===== config.mk =====
export PLATFORM = sky130hd
export DESIGN_NAME = mips_ras
export DESIGN_NICKNAME = d
export VERILOG_FILES = /design/src/rtl/mips_pkg.sv /design/src/rtl/mips_ras_mem.sv /design/src/rtl/mips_ras.sv
export SDC_FILE = /design/constraint.sdc
export NUM_CORES = 1
export LEC_CHECK = 0
export BUFFER_PORTS_ARGS = -buffer_cell sky130_fd_sc_hd__buf_2
export CAP_MARGIN = 15
export CORE_UTILIZATION = 52
export DETAILED_ROUTE_END_ITERATION = 6
export PLACE_DENSITY = 0.83
export SLEW_MARGIN = 5
export SYNTH_ARGS = -nofsm -noshare
export SYNTH_HDL_FRONTEND = slang
export SYNTH_SLANG_ARGS = --single-unit

===== constraint.sdc =====
create_clock -name clk -period 4.35 [get_ports clk]
set_clock_uncertainty 0.1 [all_clocks]
set_input_delay 0.435 -clock clk [delete_from_list [all_inputs] [get_ports clk]]
set_output_delay 0.435 -clock clk [all_outputs]
set_load 0.005 [all_outputs]

===== src/rtl/mips_pkg.sv =====
// mips_pkg
// Shared constants and types for the MIPS single-cycle core.
// Holds the datapath address width, the link register index used by
// JAL/JR $ra, the default return-address-stack depth, and the
// operation encoding used by the return-address stack.
package mips_pkg;

    localparam int          ADDR_W    = 32;
    localparam logic [4:0]  RA_REG    = 5'd31;
    localparam int          RAS_DEPTH = 8;

    // Stack operation for one cycle, built as {pop, push}.
    typedef enum logic [1:0] {
        OP_NONE = 2'b00,
        OP_PUSH = 2'b01,
        OP_POP  = 2'b10,
        OP_TAIL = 2'b11
    } ras_op_e;

    // Combine the retiring jump strobes into a stack operation.
    function automatic ras_op_e ras_decode(input logic i_push, input logic i_pop);
        return ras_op_e'({i_pop, i_push});
    endfunction

endpackage


===== src/rtl/mips_ras_mem.sv =====
// mips_ras_mem
// DEPTH x AW register array backing the return-address stack.
// Ports:
//   clk      in   clock; writes happen on the rising edge
//   i_we     in   write enable
//   i_waddr  in   write index
//   i_wdata  in   value written at i_waddr
//   i_raddr  in   read index
//   o_rdata  out  asynchronous read of entry i_raddr
module mips_ras_mem #(
    parameter int DEPTH = 8,
    parameter int AW    = 32
) (
    input  logic                     clk,
    input  logic                     i_we,
    input  logic [$clog2(DEPTH)-1:0] i_waddr,
    input  logic [AW-1:0]            i_wdata,
    input  logic [$clog2(DEPTH)-1:0] i_raddr,
    output logic [AW-1:0]            o_rdata
);

    logic [AW-1:0] r_mem [DEPTH];

    // Contents are deliberately not reset: occupancy is tracked by the
    // count in the parent, so stale entries are never presented.
    always_ff @(posedge clk) begin
        if (i_we) begin
            r_mem[i_waddr] <= i_wdata;
        end
    end

    assign o_rdata = r_mem[i_raddr];

endmodule


===== src/rtl/mips_ras.sv =====
// mips_ras
// Return-address stack for the MIPS single-cycle core. Captures the link
// address on every JAL/JALR and predicts the target of the next JR $ra.
// Circular storage: a push beyond DEPTH overwrites the oldest entry.
// Optional prediction checker enabled by the macro MIPS_RAS_CHECK_EN.
// Ports:
//   clk             in   clock
//   reset           in   asynchronous active-low reset
//   flush           in   synchronous clear of pointer and count
//   push/push_addr  in   JAL/JALR retiring and its link address
//   pop             in   JR $31 retiring
//   jr_target       in   resolved JR target (checker only)
//   top_valid       out  stack non-empty
//   top_addr        out  predicted return address, 0 when empty
//   count           out  occupancy 0..DEPTH
//   overflow        out  pulse: oldest entry overwritten
//   underflow       out  pulse: pop on empty stack
//   mispredict      out  pulse: popped prediction was wrong
//   mispredict_cnt  out  saturating mispredict count
module mips_ras
    import mips_pkg::*;
#(
    parameter int DEPTH = RAS_DEPTH,
    parameter int AW    = ADDR_W,
    parameter int CW    = 16
) (
    input  logic                   clk,
    input  logic                   reset,
    input  logic                   flush,
    input  logic                   push,
    input  logic [AW-1:0]          push_addr,
    input  logic                   pop,
    input  logic [AW-1:0]          jr_target,
    output logic                   top_valid,
    output logic [AW-1:0]          top_addr,
    output logic [$clog2(DEPTH):0] count,
    output logic                   overflow,
    output logic                   underflow,
    output logic                   mispredict,
    output logic [CW-1:0]          mispredict_cnt
);

    localparam int PW   = $clog2(DEPTH);
    localparam int CNTW = PW + 1;
    localparam logic [CNTW-1:0] FULL = CNTW'(DEPTH);

    logic [PW-1:0]   r_tp;
    logic [CNTW-1:0] r_count;
    logic            r_overflow;
    logic            r_underflow;

    logic [PW-1:0]   w_tp_next;
    logic [CNTW-1:0] w_count_next;
    logic            w_ovf_next;
    logic            w_udf_next;
    logic            w_we;
    logic [PW-1:0]   w_waddr;
    logic [AW-1:0]   w_rdata;
    logic            w_empty;
    ras_op_e         w_op;

    assign w_op    = ras_decode(push, pop);
    assign w_empty = (r_count == '0);

    mips_ras_mem #(
        .DEPTH (DEPTH),
        .AW    (AW)
    ) u_mem (
        .clk     (clk),
        .i_we    (w_we),
        .i_waddr (w_waddr),
        .i_wdata (push_addr),
        .i_raddr (r_tp),
        .o_rdata (w_rdata)
    );

    // Tail call on a non-empty stack replaces the top in place; on an
    // empty stack it degenerates to a plain push that also flags underflow.
    // A full push still advances tp, which drops the oldest entry.
    always_comb begin
        w_tp_next    = r_tp;
        w_count_next = r_count;
        w_ovf_next   = 1'b0;
        w_udf_next   = 1'b0;
        w_we         = 1'b0;
        w_waddr      = r_tp + 1'b1;
        if (flush) begin
            w_tp_next    = '0;
            w_count_next = '0;
        end else begin
            case (w_op)
                OP_PUSH: begin
                    w_we      = 1'b1;
                    w_tp_next = r_tp + 1'b1;
                    if (r_count == FULL) begin
                        w_ovf_next = 1'b1;
                    end else begin
                        w_count_next = r_count + 1'b1;
                    end
                end
                OP_POP: begin
                    if (w_empty) begin
                        w_udf_next = 1'b1;
                    end else begin
                        w_tp_next    = r_tp - 1'b1;
                        w_count_next = r_count - 1'b1;
                    end
                end
                OP_TAIL: begin
                    w_we = 1'b1;
                    if (w_empty) begin
                        w_udf_next   = 1'b1;
                        w_tp_next    = r_tp + 1'b1;
                        w_count_next = r_count + 1'b1;
                    end else begin
                        w_waddr = r_tp;
                    end
                end
                default: begin
                end
            endcase
        end
    end

    always_ff @(posedge clk or negedge reset) begin
        if (!reset) begin
            r_tp        <= '0;
            r_count     <= '0;
            r_overflow  <= 1'b0;
            r_underflow <= 1'b0;
        end else begin
            r_tp        <= w_tp_next;
            r_count     <= w_count_next;
            r_overflow  <= w_ovf_next;
            r_underflow <= w_udf_next;
        end
    end

    assign top_valid = !w_empty;
    assign top_addr  = w_empty ? '0 : w_rdata;
    assign count     = r_count;
    assign overflow  = r_overflow;
    assign underflow = r_underflow;

`ifdef MIPS_RAS_CHECK_EN
    logic          r_mispredict;
    logic [CW-1:0] r_mcnt;
    logic          w_miss;

    // Every pop is judged against the resolved target; a pop with nothing
    // to predict is always wrong. Flush suppresses the check.
    assign w_miss = pop && !flush && (w_empty || (top_addr != jr_target));

    always_ff @(posedge clk or negedge reset) begin
        if (!reset) begin
            r_mispredict <= 1'b0;
            r_mcnt       <= '0;
        end else begin
            r_mispredict <= w_miss;
            if (w_miss && (r_mcnt != '1)) begin
                r_mcnt <= r_mcnt + 1'b1;
            end
        end
    end

    assign mispredict     = r_mispredict;
    assign mispredict_cnt = r_mcnt;
`else
    logic w_unused_jr;
    assign w_unused_jr    = ^jr_target;
    assign mispredict     = 1'b0;
    assign mispredict_cnt = '0;
`endif

endmodule

==> impl_metrics.yaml <==
clocking:
  cts_hold_buf: 1
  cts.sinks: 265
  clock_latency_ns: 0.52
  cts.clk_slew.worst_paths_ns: 0.06
  htreeDepth: 1
  cts-root-buf: "clkbuf_16"
  post_cts_buffers: 0
  cts.path.max_buffers: 3
  cts_buffers: 26
  cts_resized: 0
  cts_tree: "yes"
floorplan:
  die_area_um2: 21000
  die_w_um: 145
  die_h_um: 145
  std_cell_rows: 51
  coreArea_um2: 19700
  io_pins: 125
  start_util_pct: 53.9
routing:
  postRouteAntennaNets: 0
  num_vias: 5252
  firstDrtPassIters: 5
  drc: 0
  routed_wirelength_mm: 20.9
  viasPerCell: 5.90
  drtIter0Drc: 605
  routedWlPerCell_um: 23.5
global_routing:
  grt_usage_pct: 20.4
  antenna_found_initial: 3
  grt_max_degree: 66
  grt_pass1_wl_mm: 31.9
  grt_pass1_vias: 5485
  gr-total-overflow: 0
synthesis:
  synth_area_um2: 10600
  ys_async_sr_fraction_pct: 3.40
  synth_edf_count: 256
  synth_ff_type: "edfxtp_1"
  avgSynthCellArea_um2: 20.7
  ys_seq_area_share_pct: 74.5
  ys_seq_elements: 265
  ys_types: 43
  yosysWarningCount: 0
  syn_inst: 514
pwr:
  power_frac_comb_pct: 27.4
  seqPwrFrac_pct: 43.8
  ir_drop_uv: 410
  p_switching_mw: 2.20
  power.leakage_nw: 4.03
  clkPwrFrac_pct: 28.8
  p_int_mw: 5.30
  p_per_area_nw_per_um2: 615
  p_sw_share_pct: 29.3
critical_path:
  cp.arrival_ns: 3.18
  worstSetupPathType: "reg2out"
  cp-end-kind: "primary output"
  critPathMaxFanout: 44
  cp-start-kind: "flop"
  crit_required_ns: 3.82
cells_and_area:
  final_nets: 676
  area_delta_synth_final_pct: 14.7
  post-route-util_pct: 61.8
  stdcell_count: 890
  drive_gt1_share_pct: 33.7
sta:
  max_freq_mhz: 269
  setup_viol: 0
  tightestPinTransition_ns: 0.922
  setup_tns_ns: 0
  maxSlewViolCount: 0
  rsz0062_at_grt: "no"
  finalHoldViolCount: 0
  relSlewSlack_pct: 38.5
  worst_slack_ns: 0.633
  min_period_ns: 3.72
  post-route-period-util_pct: 85.5
min_path:
  min_path_type: "in2reg"
flow_run:
  max-cap-violations: 0
place:
  gp_congestion: 0.765
  dp_slack_ns: 0.907
  io_buffers: 75
  dp.cells: 839
  hpwlAfterDp_mm: 11.4
outcome:
  status: "completed"
[Yosys cell counts, types with 2 or more instances]
| master | count | area share (%) |
|---|---|---|
| inv_2 | 3 | 0.11 |
| nand2_1 | 5 | 0.18 |
| nor3b_1 | 3 | 0.21 |
| buf_2 | 16 | 0.75 |
| nor2b_1 | 2 | 0.12 |
| a31oi_1 | 3 | 0.18 |
| o21ai_0 | 2 | 0.094 |
| xor2_1 | 4 | 0.33 |
| and2_1 | 2 | 0.12 |
| buf_4 | 19 | 1.3 |
| edfxtp_1 | 256 | 72 |
| nand3_1 | 2 | 0.094 |
| ha_1 | 4 | 0.47 |
| a21oi_1 | 2 | 0.094 |
| mux4_2 | 64 | 14 |
| nand2b_1 | 3 | 0.18 |
| clkbuf_1 | 9 | 0.32 |
| dfrtp_1 | 9 | 2.1 |
| o31ai_1 | 2 | 0.14 |
| xnor2_1 | 3 | 0.25 |
| nor2_1 | 41 | 1.4 |
| nor3_1 | 5 | 0.24 |
| mux2i_1 | 35 | 3.3 |
[final timing paths]
path                       cells after the start  slack [ns]                 start                      endpoint
max                                            5        0.63   r_tp[0]$_DFFE_PN0P_                  top_addr[29]
min                                            1        0.07         push_addr[22]  u_mem.r_mem[7][22]$_DFFE_PP_
max reg2reg                                    5        0.91  count[1]$_DFFE_PN0P_   u_mem.r_mem[7][9]$_DFFE_PP_
min reg2reg                                    2        0.62  count[2]$_DFFE_PN0P_          count[2]$_DFFE_PN0P_
max in group asynchronous                      2        3.72                 reset           r_tp[1]$_DFFE_PN0P_
min in group asynchronous                      2        0.21                 reset          count[3]$_DFFE_PN0P_
[logic make-up (layout without fill, tap and decap cells)]
family                   Yosys count  after routing  synth area share (%)
AO/OA/AOI/OAI                     14             14                  1.24
XOR/XNOR                           7              7                 0.577
adder cells (fa/ha/maj)            4              4                 0.471
buffers and inverters             48            141                  2.63
flip-flops                       265            265                  74.5
multiplexers                     101            101                  17.1
other                              1             19                0.0353
AND/OR/NAND/NOR                   74             74                  3.49
[power groups by stage]
stage | clock (mW) | sequential [mW] | combinational (mW)
global route | 2.27 | 3.31 | 2.22
global placement | 0 | 3.30 | 2.00
CTS | 2.17 | 3.29 | 2.08
finish | 2.15 | 3.28 | 2.06
floorplan | 0 | 3.18 | 1.47
detailed placement | 0 | 3.33 | 2.04
[flip-flops by register name, summed over array words and instances (netlist names)]
| register | count |
|---|---|
| r_tp | 3 |
| u_mem.r_mem | 256 |
| overflow | 1 |
| underflow | 1 |
| count | 4 |
[routing by layer]
layer,share of wire [%],track usage (%),up-vias
met3,6.8,3.74,41
met2,51,34.2,254
met4,2.4,7.61,2
met5,0.062,0,-
met1,40,26.6,2723
li1,-,-,2232
[per-stage QoR]
stage	instance area (µm²)	hold WS [ns]	total power [mW]
floorplan	10700	0.0394	4.66
global placement	11300	0.198	5.31
detailed placement	11300	0.202	5.38
CTS	12200	0.0633	7.54
global route	12200	0.0822	7.81
finish	12200	0.0738	7.49
[area by class of cell]
cell class | instances | area, µm²
Inverter | 3 | 11.3
Fill cell | 1335 | 7530
Timing Repair Buffer | 90 | 528
Tap cell | 265 | 332
Multi-Input combinational cell | 217 | 2560
Sequential cell | 265 | 7920
Clock buffer | 34 | 702
Antenna cell | 2 | 5.00
Clock inverter | 14 | 125
[cell usage in the layout, fill, tap and decap left out, types with 3 or more instances in the layout]
cell type  netlist  routed
clkinv_2         0       4
mux2i_1         35      35
nand2b_1         3       3
mux4_2          64      64
xnor2_1          3       3
clkbuf_1         9       7
buf_12           0       3
dfrtp_1          9       6
xor2_1           4       4
inv_2            3       3
buf_2           16      75
a31oi_1          3       3
nor2_1          41      39
clkbuf_16        0      27
ha_1             4       4
conb_1           1      17
clkinv_1         0       5
buf_4           19      11
nand2_1          5       5
edfxtp_1       256     256
[worst max-delay path, stage by stage, from the launching register on]
cell and delay (ns):
dfrtp_4 0.78, buf_4 0.76, mux4_2 0.63, mux2i_1 0.20, nor2_1 0.09, buf_2 0.15
Power figures use the tool's default switching activity.
